===== src/rtl/lemmings_pkg.sv =====
// Shared definitions for the lemming dig arbiter: FSM state encoding and
// dig length saturation helpers.
package lemmings_pkg;

    typedef enum logic [2:0] {
        IDLE     = 3'd0,
        ISSUE    = 3'd1,
        CONFIRM  = 3'd2,
        DIGGING  = 3'd3,
        COOLDOWN = 3'd4
    } state_e;

    localparam logic [7:0] LEN_MAX = 8'd255;

    function automatic logic [7:0] sat_inc(input logic [7:0] v);
        return (v == LEN_MAX) ? v : v + 8'd1;
    endfunction

endpackage


===== src/rtl/lemmings_dig_arbiter_if.sv =====
// Bundle between the player/walker side and the dig arbiter.
// The arbiter takes the slave view; whoever drives requests and walker status takes master.
interface lemmings_dig_arbiter_if #(
    parameter int N = 4
) ();
    localparam int W = $clog2(N);

    logic [N-1:0] dig_req;
    logic [N-1:0] digging;
    logic [N-1:0] dead;
    logic [N-1:0] dig_out;
    logic         busy;
    logic [W-1:0] owner;
    logic         done;
    logic         abort;
    logic [7:0]   last_len;

    modport master (
        output dig_req, digging, dead,
        input  dig_out, busy, owner, done, abort, last_len
    );

    modport slave (
        input  dig_req, digging, dead,
        output dig_out, busy, owner, done, abort, last_len
    );
endinterface


===== src/rtl/rr_pick.sv =====
// Combinational round-robin picker: first set bit of elig at or after ptr,
// wrapping from N-1 back to 0.
module rr_pick #(
    parameter int N = 4,
    parameter int W = $clog2(N)
) (
    input  logic [N-1:0] elig,
    input  logic [W-1:0] ptr,
    output logic         found,
    output logic [W-1:0] idx
);
    int           j;
    logic [W-1:0] jj;

    // Scan farthest offset first so the nearest eligible index wins last.
    always_comb begin
        found = 1'b0;
        idx   = '0;
        j     = 0;
        jj    = '0;
        for (int i = N - 1; i >= 0; i--) begin
            j = int'(ptr) + i;
            if (j >= N) j = j - N;
            jj = W'(j);
            if (elig[jj]) begin
                found = 1'b1;
                idx   = jj;
            end
        end
    end
endmodule


===== src/rtl/lemmings_dig_arbiter.sv =====
// Single dig permit, granted round-robin: pulse dig, confirm the walker started,
// hold until it falls through, then cool down before the next grant.
module lemmings_dig_arbiter
    import lemmings_pkg::*;
#(
    parameter int N            = 4,
    parameter int CONFIRM_WAIT = 2,
    parameter int COOLDOWN_CYC = 3
) (
    input  logic                  clk,
    input  logic                  areset,
    lemmings_dig_arbiter_if.slave bus
);
    localparam int W   = $clog2(N);
    localparam int CFW = $clog2(CONFIRM_WAIT + 1);
    localparam int CDW = $clog2(COOLDOWN_CYC + 1);

    state_e         state_q, state_d;
    logic [W-1:0]   owner_q, owner_d;
    logic [W-1:0]   ptr_q, ptr_d;
    logic [N-1:0]   dig_out_q, dig_out_d;
    logic           busy_q, busy_d;
    logic           done_q, done_d;
    logic           abort_q, abort_d;
    logic [7:0]     dig_cnt_q, dig_cnt_d;
    logic [7:0]     last_len_q, last_len_d;
    logic [CFW-1:0] conf_cnt_q, conf_cnt_d;
    logic [CDW-1:0] cd_cnt_q, cd_cnt_d;

    logic           found;
    logic [W-1:0]   pick;
    logic [W-1:0]   next_ptr;
    logic           own_dig, own_dead, kill;

    rr_pick #(.N(N), .W(W)) u_pick (
        .elig  (bus.dig_req & ~bus.dead),
        .ptr   (ptr_q),
        .found (found),
        .idx   (pick)
    );

    assign own_dig  = bus.digging[owner_q];
    assign own_dead = bus.dead[owner_q];
    assign next_ptr = (owner_q == W'(N - 1)) ? '0 : owner_q + W'(1);

    always_comb begin
        state_d    = state_q;
        owner_d    = owner_q;
        ptr_d      = ptr_q;
        dig_out_d  = '0;
        done_d     = 1'b0;
        abort_d    = 1'b0;
        dig_cnt_d  = dig_cnt_q;
        last_len_d = last_len_q;
        conf_cnt_d = conf_cnt_q;
        cd_cnt_d   = cd_cnt_q;
        kill       = 1'b0;
        case (state_q)
            IDLE: if (found) begin
                owner_d         = pick;
                dig_out_d[pick] = 1'b1;
                state_d         = ISSUE;
            end
            ISSUE: begin
                kill       = own_dead;
                state_d    = CONFIRM;
                conf_cnt_d = '0;
            end
            CONFIRM: begin
                if (own_dead) kill = 1'b1;
                else if (own_dig) begin
                    state_d   = DIGGING;
                    dig_cnt_d = 8'd1;
                end else if (conf_cnt_q == CFW'(CONFIRM_WAIT - 1)) kill = 1'b1;
                else conf_cnt_d = conf_cnt_q + CFW'(1);
            end
            DIGGING: begin
                if (own_dead) kill = 1'b1;
                else if (own_dig) dig_cnt_d = sat_inc(dig_cnt_q);
                else begin
                    last_len_d = dig_cnt_q;
                    done_d     = 1'b1;
                    ptr_d      = next_ptr;
                    state_d    = COOLDOWN;
                    cd_cnt_d   = '0;
                end
            end
            COOLDOWN: begin
                // The done cycle is cooldown slot 0, so COOLDOWN_CYC further idle cycles follow it.
                if (cd_cnt_q == CDW'(COOLDOWN_CYC)) state_d = IDLE;
                else cd_cnt_d = cd_cnt_q + CDW'(1);
            end
            default: state_d = IDLE;
        endcase
        // Owner death or confirm timeout ends the session without touching last_len.
        if (kill) begin
            state_d = IDLE;
            abort_d = 1'b1;
            ptr_d   = next_ptr;
        end
        busy_d = (state_d != IDLE);
    end

    always_ff @(posedge clk or posedge areset) begin
        if (areset) begin
            state_q    <= IDLE;
            owner_q    <= '0;
            ptr_q      <= '0;
            dig_out_q  <= '0;
            busy_q     <= 1'b0;
            done_q     <= 1'b0;
            abort_q    <= 1'b0;
            dig_cnt_q  <= '0;
            last_len_q <= '0;
            conf_cnt_q <= '0;
            cd_cnt_q   <= '0;
        end else begin
            state_q    <= state_d;
            owner_q    <= owner_d;
            ptr_q      <= ptr_d;
            dig_out_q  <= dig_out_d;
            busy_q     <= busy_d;
            done_q     <= done_d;
            abort_q    <= abort_d;
            dig_cnt_q  <= dig_cnt_d;
            last_len_q <= last_len_d;
            conf_cnt_q <= conf_cnt_d;
            cd_cnt_q   <= cd_cnt_d;
        end
    end

    assign bus.dig_out  = dig_out_q;
    assign bus.busy     = busy_q;
    assign bus.owner    = owner_q;
    assign bus.done     = done_q;
    assign bus.abort    = abort_q;
    assign bus.last_len = last_len_q;
endmodule


===== src/flat_wrapper.sv =====
// flat-port wrapper written by rule: the top's interface ports become plain ports
module lemmings_dig_arbiter_flat import lemmings_pkg::*;
#(
    parameter int N            = 4,
    parameter int CONFIRM_WAIT = 2,
    parameter int COOLDOWN_CYC = 3
)
  (clk, areset, bus_dig_req, bus_digging, bus_dead, bus_dig_out, bus_busy, bus_owner, bus_done, bus_abort, bus_last_len);
  lemmings_dig_arbiter_if #(.N(N)) bus_i ();
  input  logic clk;
  input  logic areset;
  input wire logic [$bits(bus_i.dig_req)-1:0] bus_dig_req;
  input wire logic [$bits(bus_i.digging)-1:0] bus_digging;
  input wire logic [$bits(bus_i.dead)-1:0] bus_dead;
  output wire logic [$bits(bus_i.dig_out)-1:0] bus_dig_out;
  output wire logic [$bits(bus_i.busy)-1:0] bus_busy;
  output wire logic [$bits(bus_i.owner)-1:0] bus_owner;
  output wire logic [$bits(bus_i.done)-1:0] bus_done;
  output wire logic [$bits(bus_i.abort)-1:0] bus_abort;
  output wire logic [$bits(bus_i.last_len)-1:0] bus_last_len;
  assign bus_i.dig_req = bus_dig_req;
  assign bus_i.digging = bus_digging;
  assign bus_i.dead = bus_dead;
  assign bus_dig_out = bus_i.dig_out;
  assign bus_busy = bus_i.busy;
  assign bus_owner = bus_i.owner;
  assign bus_done = bus_i.done;
  assign bus_abort = bus_i.abort;
  assign bus_last_len = bus_i.last_len;
  lemmings_dig_arbiter #(.N(N), .CONFIRM_WAIT(CONFIRM_WAIT), .COOLDOWN_CYC(COOLDOWN_CYC)) u_core (.clk(clk), .areset(areset), .bus(bus_i));
endmodule

===== config.mk =====
export PLATFORM = sky130hd
export DESIGN_NAME = lemmings_dig_arbiter_flat
export DESIGN_NICKNAME = d
export VERILOG_FILES = /design/src/rtl/lemmings_pkg.sv /design/src/rtl/lemmings_dig_arbiter_if.sv /design/src/rtl/rr_pick.sv /design/src/rtl/lemmings_dig_arbiter.sv /design/src/flat_wrapper.sv
export SDC_FILE = /design/constraint.sdc
export NUM_CORES = 1
export LEC_CHECK = 0
export CAP_MARGIN = 25
export CORE_MARGIN = 4
export CORE_UTILIZATION = 40
export CTS_BUF_LIST = sky130_fd_sc_hd__clkbuf_4
export CTS_CLUSTER_SIZE = 8
export DETAILED_ROUTE_END_ITERATION = 8
export PLACE_DENSITY = 0.59
export SETUP_SLACK_MARGIN = 0.2
export SLEW_MARGIN = 20
export SYNTH_ARGS = -nofsm -noshare
export SYNTH_HDL_FRONTEND = slang
export SYNTH_SLANG_ARGS = --single-unit

===== constraint.sdc =====
create_clock -name clk -period 2.1 [get_ports clk]
set_input_delay 0.42 -clock clk [delete_from_list [all_inputs] [get_ports clk]]
set_output_delay 0.42 -clock clk [all_outputs]
set_load 0.005 [all_outputs]

==> impl_results.md, run 1 <==
* Status: finished clean
* FF-to-FF End: u_core.ptr_q[1]$_DFFE_PP0P_
* Clk_lat worst skew at 0.34 ns
* Area Growth Syn to Fin at 29.2%
* CP dominant cell by count: mux2_2
* Fmax at 0.535 GHz
* Reg2Reg Depth at 5
* Skew final at 0.0130 ns
* Reg2reg start: u_core.bus.owner[0]$_DFFE_PP0P_
* Antenna violations before repair at 0
* Syn_nets at 193
* Fraction of layout cells with a size suffix above 1 at 22.6%
* Post-synth EDFFs at 0
* Final setup margin at 0.230 ns
* DIE WIDTH at 74.7 µm
* Row cnt at 23
* CTS tree: done
* Clock-pin slew on the worst setup and hold paths at 0.11 ns
* Final net count at 238
* Fin crit share at 89.1%
* First-pass GRT wire length at 6510 µm
* Most frequent cells in the layout: dfrtp_1 (31), clkdlybuf4s50_1 (29), nor2_1 (15), buf_4 (15)
* Routability cong. at 0.754
* WL per Instance at 14.5 µm
* Critical path buffer and inverter count at 2
* Die height at 74.7 µm
* Top_reg_cell synth: dfrtp_1
* Setup crit start kind: primary input
* CTS Sinks at 34
* Dpl hpwl at 2970 µm
* Routed Antenna Nets at 0
* Max stage delay on crit path at 0.42 ns
* Unrepaired setup endpoints after global routing: true
* Setup Buffers After CTS at 0
* Seq/Total Area, Yosys at 47.8%
* Utilization after layout at 55.5%
* Setup total negative slack at 0 ns
* Starting density of the core at 43.0%
* Synth Instances at 175
* Final Hold Fails at 0
* CP required at 2.32 ns
* WP data arrival at 2.09 ns
* Clk root buf: clkbuf_4
* # IOs at 31
* Fill cell count at 387
* Routed vias/inst at 5.42
* Setup Crit Path Kind: primary input to flip-flop
* H-tree depth at 2
* Dpl cell area at 2210 µm²
* GRT Overall Usage at 15.3%
* Reg2reg setup slack at 0.24 ns
* Vias in the first global route at 1,466
* Fin. max-slew vios at 0
* CP delay by family, top: multiplexers
* Synthesis-stage register bit count at 34
* Final setup vio count at 0
* Post-route cell area at 2300 µm²
* DIE AREA at 5580 µm²
* Placed Instances at 263
* Cell Chain, Critical Path: clkdlybuf4s50_1 -> buf_4 -> mux2_4 -> mux2_2 -> nor2b_2 -> o31ai_4 -> mux2_2
* Detailed Routing Iterations Pass 1 at 4
* Warnings, synthesis at 0
* Leak at 1.03 nW
* Via count at 1,469
* Iter 0 DRT Violations at 112
* Post-CTS Hold Fix Bufs at 0
* CP endpoint kind: flip-flop
* Worst slack, placed at -0.143 ns
* CTS Buffer Depth at 2
* TritonCTS buffer count at 5
* Non-filler cells, final at 271
* Minimum clock period at 1.87 ns
* Worst setup startpoint: bus_dead[1]
* N_diodes at 0
* Total Wirelength at 3920 µm
* Worst Path Max Fanout at 3
* WHS at 0.475 ns
* Syn_area_per_cell at 10.2 µm²
* Core ar. at 4140 µm²
* Actual slew at the worst max-slew pin at 0.432 ns
* Overflow left after global routing at 0
* Largest net degree at the start of global routing at 35
* Cell area after synthesis at 1780 µm²
* Slowest CP cell: clkdlybuf4s50_1
* Power Density at 1020 nW/µm²
* Most common cell after layout, fill and taps aside: dfrtp_1
* Async S/R FF share, synth at 100%
* Total power at 2.34 mW
* Rel. slew slack at 71.2%
* Synth cell types at 43
* # port buffers at 30
* VDD IR max at 480 µV
* Maxcap violations at 0
* Hold WC Path Type: primary input to async pin
* # DRC at 0
## worst register-to-register path: cells and delay by family (launching register included)
family	cells	cell delay [ns]
AOI/OAI and AO/OA	2	0.35
and+or+nand+nor	1	0.19
DFF	1	0.51
muxes	2	0.70
## cells in the mapped netlist (2+ instances only)
library cell	instances	share of area, %
a21oi_1	12	3.4
a31oi_1	2	0.70
and3b_1	2	0.98
buf_4	2	0.84
clkbuf_1	3	0.63
dfrtp_1	34	48
ha_1	4	2.8
inv_1	7	1.5
mux2_2	10	6.3
mux2_4	2	1.7
mux2i_1	5	2.8
nand2_1	14	3.0
nand2b_1	3	1.1
nand3_1	9	2.5
nand3b_1	3	1.3
nand4_1	2	0.70
nor2_1	15	3.2
nor2b_1	5	1.8
o21ai_0	13	3.7
o21bai_1	2	0.84
or2_2	2	0.70
or4_1	3	1.3
## metal layers
layer,global-route usage [%],vias to the layer above,wire length (µm)
met1,19.2,708,1670
met3,3.74,8,183
met4,5.73,0,65
met2,25.6,37,2000
met5,0,-,0
li1,-,716,-
## cell families (layout without fill, tap and decap cells)
| group | Yosys count | count (layout) | share of synthesized area (%) |
|---|---|---|---|
| AND/OR/NAND/NOR | 66 | 66 | 19.5 |
| adder cells (fa/ha/maj) | 4 | 4 | 2.81 |
| AO/OA/AOI/OAI | 39 | 39 | 14.0 |
| flip-flops | 34 | 34 | 47.8 |
| multiplexers | 18 | 18 | 12.1 |
| buffers and inverters | 14 | 60 | 3.86 |
## power breakdown
group | leakage (nW) | internal [mW] | switching [mW] | total [mW]
Clock | 0.0286 | 0.124 | 0.221 | 0.346
Combinational | 0.559 | 0.544 | 0.408 | 0.952
Sequential | 0.445 | 0.834 | 0.212 | 1.05
## how the worst max path moves through the flow
stage / slack (ns) / cells after the start / to
floorplan: 0.29 / 5 / u_core.bus.last_len[0]$_DFFE_PP0P_
global placement: -0.13 / 7 / u_core.bus.busy$_DFF_PP0_
detailed placement: -0.14 / 7 / u_core.bus.busy$_DFF_PP0_
CTS: 0.20 / 7 / u_core.bus.dig_out[3]$_DFF_PP0_
global route: 0.1 / 5 / u_core.bus.busy$_DFF_PP0_
finish: 0.23 / 7 / u_core.ptr_q[1]$_DFFE_PP0P_
## registers in the layout, indices dropped and copies added (netlist names)
register	count
u_core.dig_cnt_q	8
u_core.ptr_q	2
u_core.bus.dig_out	4
u_core.bus.abort	1
u_core.state_q	3
u_core.bus.done	1
u_core.bus.last_len	8
u_core.conf_cnt_q	2
u_core.bus.busy	1
u_core.cd_cnt_q	2
u_core.bus.owner	2
## repair_timing
| item | in CTS | in global routing |
|---|---|---|
| resized for setup | 2 | 8 |
| endpoints found under the setup margin | 11 | 7 |
| pin swaps | 0 | 0 |
| gates cloned | 0 | 0 |
| endpoints found under the hold margin | 0 | 0 |
## final cells by class
class	count	area, µm²	area share, %
clock buffer	5	37.5	1.63
multi-input combinational	127	888	38.6
tap	50	62.6	2.72
sequential	34	855	37.1
clock inverter	3	16.3	0.707
inverter	7	26.3	1.14
timing repair buffer	45	415	18.1
Note: power is estimated with default switching activity, not from simulation.
==> inputs of run 2 (changes only) <==
--- a/config.mk
+++ b/config.mk
@@ -11,7 +11,8 @@
 export CTS_BUF_LIST = sky130_fd_sc_hd__clkbuf_4
 export CTS_CLUSTER_SIZE = 8
 export DETAILED_ROUTE_END_ITERATION = 8
-export PLACE_DENSITY = 0.59
+export DONT_BUFFER_PORTS = 1
+export PLACE_DENSITY = 0.5
 export SETUP_SLACK_MARGIN = 0.2
 export SLEW_MARGIN = 20
 export SYNTH_ARGS = -nofsm -noshare
==> run 2 against run 1 <==
Clock skew shrank 0.0068 ns. Register-to-register slack gained 0.04 ns. First-iteration DRC count shrank 25%. Highest routed layer unchanged.
==> impl_results.md, run 2 (same netlist as run 1, synthesis figures left out) <==
* Net Switching at 790 µW
* Setup Crit Path Kind: flip-flop to flip-flop
* N_diodes at 0
* CP required at 2.30 ns
* Status: finished clean
* Clock-pin slew on the worst setup and hold paths at 0.10 ns
* CP endpoint kind: flip-flop
* WL per Instance at 16.1 µm
* Fill cell count at 423
* Power Density at 1100 nW/µm²
* Clk root buf: clkbuf_4
* GRT Overall Usage at 15.0%
* Final setup vio count at 0
* Fraction of layout cells with a size suffix above 1 at 21.4%
* DIE AREA at 5580 µm²
* Total Wirelength at 3730 µm
* VDD IR max at 653 µV
* Switching share of power at 37.2%
* CTS Buffer Depth at 2
* Setup crit start kind: flip-flop
* Routed Antenna Nets at 0
* Setup total negative slack at 0 ns
* Starting density of the core at 43.0%
* Sequential power share at 49.6%
* Final Hold Fails at 0
* Fin crit share at 86.8%
* Row cnt at 23
* WP data arrival at 2.02 ns
* Vias in the first global route at 1,340
* Final net count at 199
* Maxcap violations at 0
* CTS Sinks at 34
* Internal power at 1.33 mW
* Clk_lat worst skew at 0.32 ns
* Skew final at 0.00623 ns
* DIE WIDTH at 74.7 µm
* Via count at 1,320
* Setup Buffers After CTS at 0
* Most common cell after layout, fill and taps aside: dfrtp_1
* Fin. max-slew vios at 0
* Worst Path Max Fanout at 6
* Minimum clock period at 1.82 ns
* H-tree depth at 2
* Most frequent cells in the layout: dfrtp_1 (32), nor2_1 (15), o21ai_0 (13), nand2_1 (13), a21oi_1 (12)
* Unrepaired setup endpoints after global routing: true
* Hold WC Path Type: primary input to async pin
* Utilization after layout at 46.5%
* Routed vias/inst at 5.69
* Actual slew at the worst max-slew pin at 0.389 ns
* Overflow left after global routing at 0
* Iter 0 DRT Violations at 84
* Leak at 0.873 nW
* Routability cong. at 0.897
* # IOs at 31
* Rel. slew slack at 74.1%
* Clock power share at 16.1%
* Comb pwr share at 34.3%
* Worst slack, placed at 0.191 ns
* TritonCTS buffer count at 5
* Fmax at 0.548 GHz
* Die height at 74.7 µm
* # DRC at 0
* Largest net degree at the start of global routing at 25
* Antenna violations before repair at 0
* Area Growth Syn to Fin at 8.29%
* Core ar. at 4140 µm²
* CTS tree: done
* Final setup margin at 0.276 ns
* Detailed Routing Iterations Pass 1 at 4
* Dpl hpwl at 2780 µm
* # port buffers at 0
* First-pass GRT wire length at 6420 µm
[run 2: cell types whose count changed in the layout (fill, tap and decap cells not counted), sizes merged]
cell and change:
clkdlybuf4s50 -29, buf -10, clkbuf +1, clkinvlp -1, dlygate4sd3 +1, dlymetal6s2s -1
[run 2: path summary, 6_finish.rpt]
| check | start | end | slack [ns] | cells after the start |
|---|---|---|---|---|
| min in group clk | bus_dead[2] | u_core.bus.dig_out[2]$_DFF_PP0_ | 0.51 | 5 |
| setup reg to reg | u_core.bus.owner[0]$_DFFE_PP0P_ | u_core.bus.busy$_DFF_PP0_ | 0.28 | 5 |
| setup / recovery | u_core.bus.owner[0]$_DFFE_PP0P_ | u_core.bus.busy$_DFF_PP0_ | 0.28 | 5 |
| max in group asynchronous | areset | u_core.state_q[0]$_DFF_PP0_ | 0.93 | 3 |
| hold reg to reg | u_core.cd_cnt_q[1]$_DFFE_PP0P_ | u_core.cd_cnt_q[1]$_DFFE_PP0P_ | 0.51 | 2 |
| hold / removal | areset | u_core.bus.last_len[4]$_DFFE_PP0P_ | 0.50 | 2 |
[run 2: cell type report]
cell class	instances	area, µm²	area share [%]
tap	50	62.6	3.24
sequential	34	853	44.3
multi-input combinational	127	885	45.9
clock inverter	2	8.76	0.454
timing repair buffer	6	47.5	2.47
clock buffer	6	45.0	2.34
inverter	7	26.3	1.36
[run 2: per-stage QoR]
stage / instances / cell area, µm² / total power, mW / hold WS (ns)
after CTS: 232 / 1900 / 2.12 / 0.489
after global routing: 232 / 1930 / 2.32 / 0.483
after floorplan: 175 / 1780 / 1.59 / 0.466
final: 232 / 1930 / 2.13 / 0.501
after detailed placement: 223 / 1840 / 1.76 / 0.297
after global placement: 223 / 1840 / 1.74 / 0.296
[run 2: timing repair]
| item | CTS | global route |
|---|---|---|
| setup endpoints to repair | 9 | 10 |
| hold buffers | 1 | 0 |
| endpoints found under the hold margin | 10 | 0 |
| resized for setup | 2 | 6 |
[run 2: layer usage]
layer	vias up	global-route usage [%]	part of all wire, %
met3	2	4.27	5.3
met4	0	5.14	0.51
li1	635	-	-
met2	29	24.4	48
met5	-	0	0
met1	654	19.2	46
[run 2: worst max-delay path: stages, from the launching register on]
cell     delay [ns]
dfrtp_2        0.48
mux2i_1        0.30
mux2i_1        0.18
nand3_1        0.22
a31oi_1        0.14
or3_1          0.39
[run 2: power by group through the flow]
stage | Clock (mW) | Combinational [mW] | Sequential, mW
4_1_cts | 0.361 | 0.710 | 1.05
2_1_floorplan | 0 | 0.631 | 0.958
3_5_place_dp | 0 | 0.705 | 1.06
3_3_place_gp | 0 | 0.684 | 1.05
6_report | 0.342 | 0.729 | 1.05
5_1_grt | 0.398 | 0.829 | 1.10
==> inputs of run 3 (changes only) <==
==> constraint.sdc (replaced) <==
create_clock -name clk -period 1.95 [get_ports clk]
set_input_delay 0.39 -clock clk [delete_from_list [all_inputs] [get_ports clk]]
set_output_delay 0.39 -clock clk [all_outputs]
set_load 0.005 [all_outputs]
==> run 3 against run 2 <==
Worst hold slack worse by 0.033 ns. Non-clock buffer count is 8 higher. Critical endpoint is now u_core.ptr_q[1]$_DFFE_PP0P_. Flip-flop and latch count stayed put. Clock power is 53% higher.
==> impl_results.md, run 3 (same netlist as run 1, synthesis figures left out) <==
* Worst slack, placed at 0.0571 ns
* Dpl cell area at 1880 µm²
* Worst Path Max Fanout at 6
* Antenna violations before repair at 0
* Setup crit start kind: flip-flop
* Vias in the first global route at 1,351
* Leak at 0.993 nW
* DRT met1 WL at 1810 µm
* Non-filler cells, final at 241
* Final setup margin at 0.184 ns
* Clk root buf: clkbuf_4
* WHS at 0.468 ns
* Most common cell after layout, fill and taps aside: dfrtp_1
* CP endpoint kind: flip-flop
* WP data arrival at 1.99 ns
* # DRC at 0
* Minimum clock period at 1.77 ns
* Detailed Routing Iterations Pass 1 at 4
* Top Metal Used: met4
* Maxcap violations at 0
* Most frequent cells in the layout: dfrtp_1 (32), nor2_1 (15), o21ai_0 (13)
* Unrepaired setup endpoints after global routing: true
* Skew final at 0.00377 ns
* Row cnt at 23
* Power Density at 1250 nW/µm²
* Status: finished clean
* WL per Instance at 16.5 µm
* Met2 Wirelength at 1900 µm
* # IOs at 31
* Iter 0 DRT Violations at 99
* Die height at 74.7 µm
* Post-route cell area at 2140 µm²
* Clk_lat worst skew at 0.33 ns
* Total Wirelength at 3990 µm
* Overflow left after global routing at 0
* Final Hold Fails at 0
* Setup Crit Path Kind: flip-flop to flip-flop
* Final setup vio count at 0
* CTS Sinks at 34
* DIE WIDTH at 74.7 µm
* Fin. max-slew vios at 0
* N_diodes at 0
* Hold WC Path Type: primary input to flip-flop
* TritonCTS buffer count at 5
* # port buffers at 0
* Fin crit share at 90.6%
* Placed Instances at 226
* CP required at 2.17 ns
* Setup total negative slack at 0 ns
* Starting density of the core at 43.0%
* Area Growth Syn to Fin at 20.0%
* Routed Antenna Nets at 0
* Routability cong. at 0.916
* DIE AREA at 5580 µm²
* Largest net degree at the start of global routing at 24
* Fmax at 0.566 GHz
* Routed vias/inst at 5.69
* Clock-pin slew on the worst setup and hold paths at 0.10 ns
* Core ar. at 4140 µm²
* Via count at 1,371
* Rel. slew slack at 68.4%
* Met3 WL at 234 µm
* GRT Overall Usage at 14.8%
* Final net count at 208
* CTS tree: done
* H-tree depth at 2
* Dpl hpwl at 2840 µm
* Fraction of layout cells with a size suffix above 1 at 29.8%
* First-pass GRT wire length at 6290 µm
* CTS Buffer Depth at 2
* VDD IR max at 631 µV
* Actual slew at the worst max-slew pin at 0.473 ns
-- run 3: final cells by class --
class / count / area [µm²]
Fill cell: 397 / 2010
Multi-Input combinational cell: 128 / 983
Inverter: 7 / 26.3
Timing Repair Buffer: 14 / 128
Clock inverter: 1 / 30.0
Tap cell: 50 / 62.6
Sequential cell: 34 / 853
Clock buffer: 7 / 52.6
-- run 3: where the power goes --
group / total, mW / internal (mW) / switching (mW)
Sequential: 1.14 / 0.898 / 0.238
Combinational: 1.02 / 0.530 / 0.486
Clock: 0.524 / 0.300 / 0.225
-- run 3: worst paths after layout --
check                                           startpoint                                 end  slack (ns)  cells after the start
setup / recovery           u_core.bus.owner[0]$_DFFE_PP0P_         u_core.ptr_q[1]$_DFFE_PP0P_        0.18                      5
hold / removal                              bus_dig_req[1]     u_core.bus.dig_out[2]$_DFF_PP0_        0.47                      5
setup reg to reg           u_core.bus.owner[0]$_DFFE_PP0P_         u_core.ptr_q[1]$_DFFE_PP0P_        0.18                      5
hold reg to reg             u_core.cd_cnt_q[0]$_DFFE_PP0P_      u_core.cd_cnt_q[0]$_DFFE_PP0P_        0.53                      1
max in group asynchronous                           areset     u_core.bus.owner[0]$_DFFE_PP0P_        0.94                      3
min in group asynchronous                           areset  u_core.bus.last_len[5]$_DFFE_PP0P_        0.50                      2
-- run 3: what timing repair did --
action | in CTS | in global routing
cloned | 0 | 1
endpoints found under the setup margin | 18 | 17
hold buffers | 1 | 0
gates resized for setup | 17 | 14
setup buffers | 2 | 3
endpoints found under the hold margin | 11 | 0
pin swaps | 4 | 3
-- run 3: per-stage QoR --
step	power [mW]	utilization, %
after floorplan	1.71	-
after global placement	1.91	45.3
after detailed placement	1.95	45.3
after CTS	2.61	49.5
after global routing	2.89	51.5
final	2.68	51.5
-- run 3: worst max-delay path: stages (launching register included) --
cell and delay [ns]:
dfrtp_2 0.49, mux2_4 0.35, mux2_4 0.30, nor2b_4 0.14, o31ai_4 0.08, mux2_4 0.30
-- run 3: layer usage --
metal | GRT usage [%] | vias up
met5 | 0 | -
met4 | 5.53 | 0
met3 | 4.27 | 6
met2 | 23.8 | 35
met1 | 19.0 | 673
li1 | - | 657
